--- src/rtl/dino_score_pkg.sv ---
// ----------------------------------------------------------------------------
// dino_score_pkg
// Shared types and constants for the dino runner score engine.
//   score_state_t : game-phase state encoding (IDLE, RUN, OVER)
//   DEF_*         : default parameter values used by the score engine
//   sat_value()   : saturation value of a score register for a given width
//                   and encoding (all ones for binary, all nines for BCD)
// ----------------------------------------------------------------------------
package dino_score_pkg;

    typedef enum logic [1:0] {
        IDLE = 2'd0,
        RUN  = 2'd1,
        OVER = 2'd2
    } score_state_t;

    localparam int DEF_SCORE_W         = 16;
    localparam int DEF_TICKS_PER_POINT = 6;
    localparam int DEF_MILESTONE       = 100;

    // Largest representable score: binary all ones, or packed BCD 4'h9 in
    // every nibble (bits 0 and 3 of each nibble set).
    function automatic logic [63:0] sat_value(input int width, input bit bcd);
        logic [63:0] v;
        v = '0;
        for (int i = 0; i < 64; i++) begin
            if (i < width) begin
                v[i] = bcd ? ((i % 4 == 0) || (i % 4 == 3)) : 1'b1;
            end
        end
        return v;
    endfunction

endpackage

--- src/rtl/dino_bcd_inc.sv ---
// ----------------------------------------------------------------------------
// dino_bcd_inc
// Combinational packed-BCD incrementer with full carry ripple.
// Ports:
//   value     in  SCORE_W : packed BCD operand (SCORE_W/4 digits)
//   sum       out SCORE_W : value + 1 in packed BCD (wraps to 0 when all nines)
//   all_nines out 1       : every digit of value is 9 (saturation flag)
// ----------------------------------------------------------------------------
module dino_bcd_inc
    import dino_score_pkg::*;
#(
    parameter int SCORE_W = DEF_SCORE_W
) (
    input  logic [SCORE_W-1:0] value,
    output logic [SCORE_W-1:0] sum,
    output logic               all_nines
);

    localparam int DIGITS = SCORE_W / 4;

    always_comb begin
        logic carry;
        // NOTE: every output gets a default before any conditional update,
        // so no path leaves a value unassigned and no latch is inferred.
        sum       = value;
        all_nines = 1'b1;
        carry     = 1'b1;
        for (int d = 0; d < DIGITS; d++) begin
            if (value[4*d +: 4] != 4'd9) begin
                all_nines = 1'b0;
            end
            if (carry) begin
                if (value[4*d +: 4] == 4'd9) begin
                    sum[4*d +: 4] = 4'd0;
                end else begin
                    sum[4*d +: 4] = value[4*d +: 4] + 4'd1;
                    carry         = 1'b0;
                end
            end
        end
    end

endmodule

--- src/rtl/dino_score_tracker.sv ---
// ----------------------------------------------------------------------------
// dino_score_tracker
// Score engine for the dino runner: converts start/over/frame-tick pulses
// into a saturating binary or packed-BCD score, a saturating difficulty
// level with one-cycle milestone pulses, and an optional high score.
// Optional feature macro: DINO_SCORE_HISCORE_EN (high-score register and
// comparator; when undefined hiscore/new_hiscore are tied to 0).
// Ports:
//   clk         in  1       : clock
//   rst         in  1       : synchronous active-high full reset
//   game_start  in  1       : pulse, starts a game from IDLE/OVER
//   game_over   in  1       : pulse, ends a game (priority over start)
//   game_tick   in  1       : end-of-frame pulse
//   score       out SCORE_W : current score (binary or packed BCD)
//   running     out 1       : high while in RUN
//   milestone   out 1       : one-cycle pulse per MILESTONE points
//   level       out LEVEL_W : difficulty level, saturating
//   hiscore     out SCORE_W : best finished-game score
//   new_hiscore out 1       : last finished game set a new best
// ----------------------------------------------------------------------------
module dino_score_tracker
    import dino_score_pkg::*;
#(
    parameter int SCORE_W         = DEF_SCORE_W,
    parameter int BCD             = 0,
    parameter int TICKS_PER_POINT = DEF_TICKS_PER_POINT,
    parameter int MILESTONE       = DEF_MILESTONE,
    parameter int LEVEL_W         = 3
) (
    input  logic               clk,
    input  logic               rst,
    input  logic               game_start,
    input  logic               game_over,
    input  logic               game_tick,
    output logic [SCORE_W-1:0] score,
    output logic               running,
    output logic               milestone,
    output logic [LEVEL_W-1:0] level,
    output logic [SCORE_W-1:0] hiscore,
    output logic               new_hiscore
);

    // Counters need at least one bit even when the divide ratio is 1.
    localparam int TCNT_W = (TICKS_PER_POINT > 1) ? $clog2(TICKS_PER_POINT) : 1;
    localparam int MCNT_W = (MILESTONE > 1) ? $clog2(MILESTONE) : 1;

    localparam logic [TCNT_W-1:0]  TCNT_LAST = TCNT_W'(TICKS_PER_POINT - 1);
    localparam logic [MCNT_W-1:0]  MCNT_LAST = MCNT_W'(MILESTONE - 1);
    localparam logic [LEVEL_W-1:0] LEVEL_MAX = {LEVEL_W{1'b1}};

    score_state_t       state;
    logic [TCNT_W-1:0]  tcnt;
    logic [MCNT_W-1:0]  mcnt;
    logic [SCORE_W-1:0] inc_sum;
    logic               at_sat;

    // Incremented score and saturation flag for the selected encoding.
    generate
        if (BCD != 0) begin : g_bcd
            dino_bcd_inc #(
                .SCORE_W (SCORE_W)
            ) u_bcd_inc (
                .value     (score),
                .sum       (inc_sum),
                .all_nines (at_sat)
            );
        end else begin : g_bin
            localparam logic [SCORE_W-1:0] SAT = SCORE_W'(sat_value(SCORE_W, 1'b0));
            assign inc_sum = score + SCORE_W'(1);
            assign at_sat  = (score == SAT);
        end
    endgenerate

`ifdef DINO_SCORE_HISCORE_EN
    logic [SCORE_W-1:0] hiscore_q;
    logic               new_hiscore_q;
    assign hiscore     = hiscore_q;
    assign new_hiscore = new_hiscore_q;
`else
    assign hiscore     = '0;
    assign new_hiscore = 1'b0;
`endif

    // NOTE: all state here is sequential, so every assignment is
    // non-blocking; that keeps each register reading the pre-edge value of
    // its neighbours regardless of statement order.
    always_ff @(posedge clk) begin
        if (rst) begin
            state     <= IDLE;
            score     <= '0;
            running   <= 1'b0;
            milestone <= 1'b0;
            level     <= '0;
            tcnt      <= '0;
            mcnt      <= '0;
`ifdef DINO_SCORE_HISCORE_EN
            hiscore_q     <= '0;
            new_hiscore_q <= 1'b0;
`endif
        end else begin
            milestone <= 1'b0;
            case (state)
                IDLE, OVER: begin
                    // game_over wins over a coincident game_start.
                    if (game_start && !game_over) begin
                        state   <= RUN;
                        running <= 1'b1;
                        score   <= '0;
                        tcnt    <= '0;
                        mcnt    <= '0;
                        level   <= '0;
`ifdef DINO_SCORE_HISCORE_EN
                        new_hiscore_q <= 1'b0;
`endif
                    end
                end
                RUN: begin
                    if (game_over) begin
                        // A tick arriving with game_over is dropped.
                        state   <= OVER;
                        running <= 1'b0;
`ifdef DINO_SCORE_HISCORE_EN
                        // Packed BCD orders correctly as an unsigned number.
                        if (score > hiscore_q) begin
                            hiscore_q     <= score;
                            new_hiscore_q <= 1'b1;
                        end
`endif
                    end else if (game_tick) begin
                        if (tcnt == TCNT_LAST) begin
                            tcnt <= '0;
                            // Once saturated, points are discarded and the
                            // milestone counter freezes with the score.
                            if (!at_sat) begin
                                score <= inc_sum;
                                if (mcnt == MCNT_LAST) begin
                                    mcnt      <= '0;
                                    milestone <= 1'b1;
                                    if (level != LEVEL_MAX) begin
                                        level <= level + LEVEL_W'(1);
                                    end
                                end else begin
                                    mcnt <= mcnt + MCNT_W'(1);
                                end
                            end
                        end else begin
                            tcnt <= tcnt + TCNT_W'(1);
                        end
                    end
                end
                default: begin
                    state   <= IDLE;
                    running <= 1'b0;
                    score   <= '0;
                end
            endcase
        end
    end

endmodule

--- config.mk ---
export PLATFORM = sky130hd
export DESIGN_NAME = dino_score_tracker
export DESIGN_NICKNAME = d
export VERILOG_FILES = /design/src/rtl/dino_score_pkg.sv /design/src/rtl/dino_bcd_inc.sv /design/src/rtl/dino_score_tracker.sv
export SDC_FILE = /design/constraint.sdc
export NUM_CORES = 1
export LEC_CHECK = 0
export BUFFER_PORTS_ARGS = -buffer_cell sky130_fd_sc_hd__buf_2
export CAP_MARGIN = 20
export CORE_MARGIN = 1
export CORE_UTILIZATION = 50
export DETAILED_ROUTE_END_ITERATION = 10
export MAX_ROUTING_LAYER = met4
export PLACE_DENSITY = 0.73
export SLEW_MARGIN = 20
export SYNTH_ARGS = -nofsm -noshare
export SYNTH_HDL_FRONTEND = slang
export SYNTH_SLANG_ARGS = --single-unit
--- constraint.sdc ---
create_clock -name clk -period 3.7 [get_ports clk]
set_clock_uncertainty 0.1 [all_clocks]
set_input_delay 0.37 -clock clk [delete_from_list [all_inputs] [get_ports clk]]
set_output_delay 0.37 -clock clk [all_outputs]
set_load 0.01 [all_outputs]
==> impl_metrics.tcl <==
set metrics [dict create \
    grt_max_degree 18 \
    rr_worst_depth 6 \
    via_per_inst 5.70 \
    grt_use_total 0.226 \
    crit_path_max_fanout 8 \
    synthArstFlopShare 0 \
    ant_nets 0 \
    netlist_instances 226 \
    die_area_um2 4080 \
    synth_edf_count 0 \
    cts.clk_slew.worst_paths_ns 0.07 \
    post_cts_buffers 0 \
    hp-class "in2reg" \
    dpl_worst_slack_ns 1.55 \
    p_sw_frac 0.252 \
    clk_latency_ns 0.29 \
    clock_sinks 32 \
    timing_hold_violations_final 0 \
    cp-startpoint "score[0]$_SDFFE_PP0P_" \
    clk_path_buf_depth 2 \
    fp-row-count 22 \
    required_ns 3.78 \
    cpPeakStageDelay_ns 0.41 \
    cts_tree "built" \
    synth_top_area_share 0.334 \
    dr.pass1.iters 6 \
    crit_slowest_cell "dfxtp_1" \
    peakVddDrop_uv 218 \
    arrival_ns 2.26 \
    timing.rr.end "level[0]$_SDFFE_PP0P_" \
    wl_um 4120 \
    crit_type "reg2reg" \
    max_freq_ghz 0.460 \
    syn_area_per_cell_um2 8.48 \
    slew_headroom 0.585 \
    ctsHtreeMaxLevel 2 \
    seq_power_share 0.514 \
    drt_iter0_drc 146 \
    fin_util 0.577 \
    path_buf_inv 0 \
    n_antenna_cell 0 \
    status "finished clean" \
    io-pin-count 43 \
    ff2ff_setup_slack_ns 1.52 \
    finalSetupViolCount 0 \
    vias 1721 \
    maxCapViolCount 0 \
    cell_internal_pwr_w 0.000510 \
    antenna_found_initial 0 \
    root_buffer "clkbuf_8" \
    ys_warn_count 0 \
    critical_path.top_delay_family "simple AND/OR/NAND/NOR gates" \
    tightestPinTransition_ns 0.620 \
    startpoint_type "flip-flop" \
    drive_gt1_frac 0.197 \
    hpwl_um 2960 \
    drc 0 \
    end_kind "flip-flop" \
    nets 262 \
    switchingPower_w 0.000172 \
    synth-seq-cells 32 \
    start_util 0.523 \
    placed_cells 294 \
    final_max_slew_viol_count 0 \
    numCtsBuffers 5 \
    rsz0062_at_grt "no" \
    grt_pass1_vias 1518 \
    p_total_w 0.000681 \
    place.gp.congestion 0.864 \
    placeableCoreArea_um2 3660 \
    final_cells 302 \
    cts_hold_buf 0 \
    setup_slack_ns 1.52 \
    worstHoldStart "game_over" \
    synthTopCellsByArea "dfxtp_1 33%, buf_4 6.7%, o21ai_0 5.2%, nand2_1 4.1%, nand3_1 3.7%" \
    pwr-share-clk 0.413 \
    tns_ns 0 \
    synth-main-ff-cell "dfxtp_1" \
    min_path_cells 2 \
    yosysTopAreaCell "dfxtp_1" \
    overflow 0 \
    die_w_um 63.9 \
    power_leakage_nw 0.841 \
    layout_worst_path_cycle_share 0.588 \
    reg2reg_from "score[0]$_SDFFE_PP0P_" \
    combPwrFrac 0.073 \
    min_period_ns 2.18 \
    powerDensity_nw_per_um2 323 \
    crit_chain "ha_1 > and4_1 > and4_2 > nor2_4 > a31oi_4 > mux2_4" \
    wl_per_cell_um 13.6 \
    synth-seq-area-share 0.334 \
    synth_cell_types 60 \
    grt_pass1_wl_um 7000 \
    synthesis.area_um2 1920 \
    min_to "running$_SDFFE_PP0P_" \
    die_h_um 63.9 \
    portBuffers 25 \
    post_cts_resized 0 \
    area_growth_pct 10.3 \
]
-- metal layers --
layer  up-vias  GRT usage  part of all wire  wire length (um)
met1       811      0.290              0.50              2060
li1        858          -                 -                 -
met2        48      0.335              0.44              1810
met5         -          -                 0                 0
met4         0     0.0994             0.011                44
met3         4     0.0571             0.048               198
-- metrics by stage --
stage / area [um^2] / hold slack [ns]
floorplan: 1980 / 0.325
global placement: 2020 / 0.353
detailed placement: 2020 / 0.353
CTS: 2110 / 0.255
global route: 2110 / 0.280
finish: 2110 / 0.265
-- cell families (layout without fill, tap and decap cells) --
family	Yosys count	count (layout)	share of synthesized area
muxes	6	6	0.0346
AOI/OAI and AO/OA	57	57	0.202
buffers and inverters	29	41	0.0914
and+or+nand+nor	94	94	0.296
adders and majority gates	4	4	0.0261
other	1	17	0.00196
DFF	32	32	0.334
xor gates and xnor gates	3	3	0.0137
-- layout make-up --
type,count,area [um^2]
Inverter,7,26.3
Fill cell,369,1550
Timing Repair Buffer,26,133
Clock buffer,6,82.6
Clock inverter,2,10.0
Tap cell,48,60.1
Multi-Input combinational cell,181,1160
Sequential cell,32,641
-- power by group through the flow --
| stage | Clock (W) | Combinational (W) | Sequential, W |
|---|---|---|---|
| 2_1_floorplan | 0 | 0.0000474 | 0.000359 |
| 4_1_cts | 0.000288 | 0.0000496 | 0.000350 |
| 6_report | 0.000281 | 0.0000497 | 0.000350 |
| 3_3_place_gp | 0 | 0.0000492 | 0.000358 |
| 5_1_grt | 0.000303 | 0.0000554 | 0.000351 |
| 3_5_place_dp | 0 | 0.0000494 | 0.000358 |
-- worst max path at each step --
stage / cells past startpoint / end
global route: 6 / mcnt[5]$_SDFFE_PP0P_
detailed placement: 6 / level[0]$_SDFFE_PP0P_
finish: 6 / level[0]$_SDFFE_PP0P_
global placement: 6 / level[0]$_SDFFE_PP0P_
floorplan: 7 / level[0]$_SDFFE_PP0P_
CTS: 6 / level[0]$_SDFFE_PP0P_
-- flip-flops by register name (all words and copies together) (netlist names) --
register   flops
mcnt           7
milestone      1
score         16
level          3
tcnt           3
state          1
running        1
-- placed cells by master, fill, tap and decap left out, types with 2 or more instances in the layout --
cell	instances
nor3_1	2
nand4b_1	5
nand4_1	4
clkinv_2	2
nand2_1	21
nor2_1	14
mux2i_1	4
and4_1	3
a31oi_1	4
a211oi_1	2
dfxtp_1	32
o31a_1	3
xnor2_1	2
nand3_1	14
nor4_1	2
o31ai_1	6
clkbuf_8	6
inv_1	7
a21oi_1	8
and3_1	5
conb_1	17
nor2b_1	4
ha_1	4
o21ai_0	20
nand2b_1	3
buf_2	25
-- synthesized netlist by cell type (2+ instances only) --
cell and instances:
buf_4 17, o31a_1 3, nand2b_1 3, nor3_1 2
and3_1 5, xnor2_1 2, o21ai_0 20, o31ai_1 6
buf_2 2, clkbuf_1 3, dfxtp_1 32, and4_1 3
a31oi_1 4, nand3_1 14, a211oi_1 2, nor4_1 2
nor2_1 14, nand4b_1 5, inv_1 7, ha_1 4
nand4_1 4, a21oi_1 8, nand2_1 21, nor2b_1 4
mux2i_1 4
(Power assumes the default switching activity.)
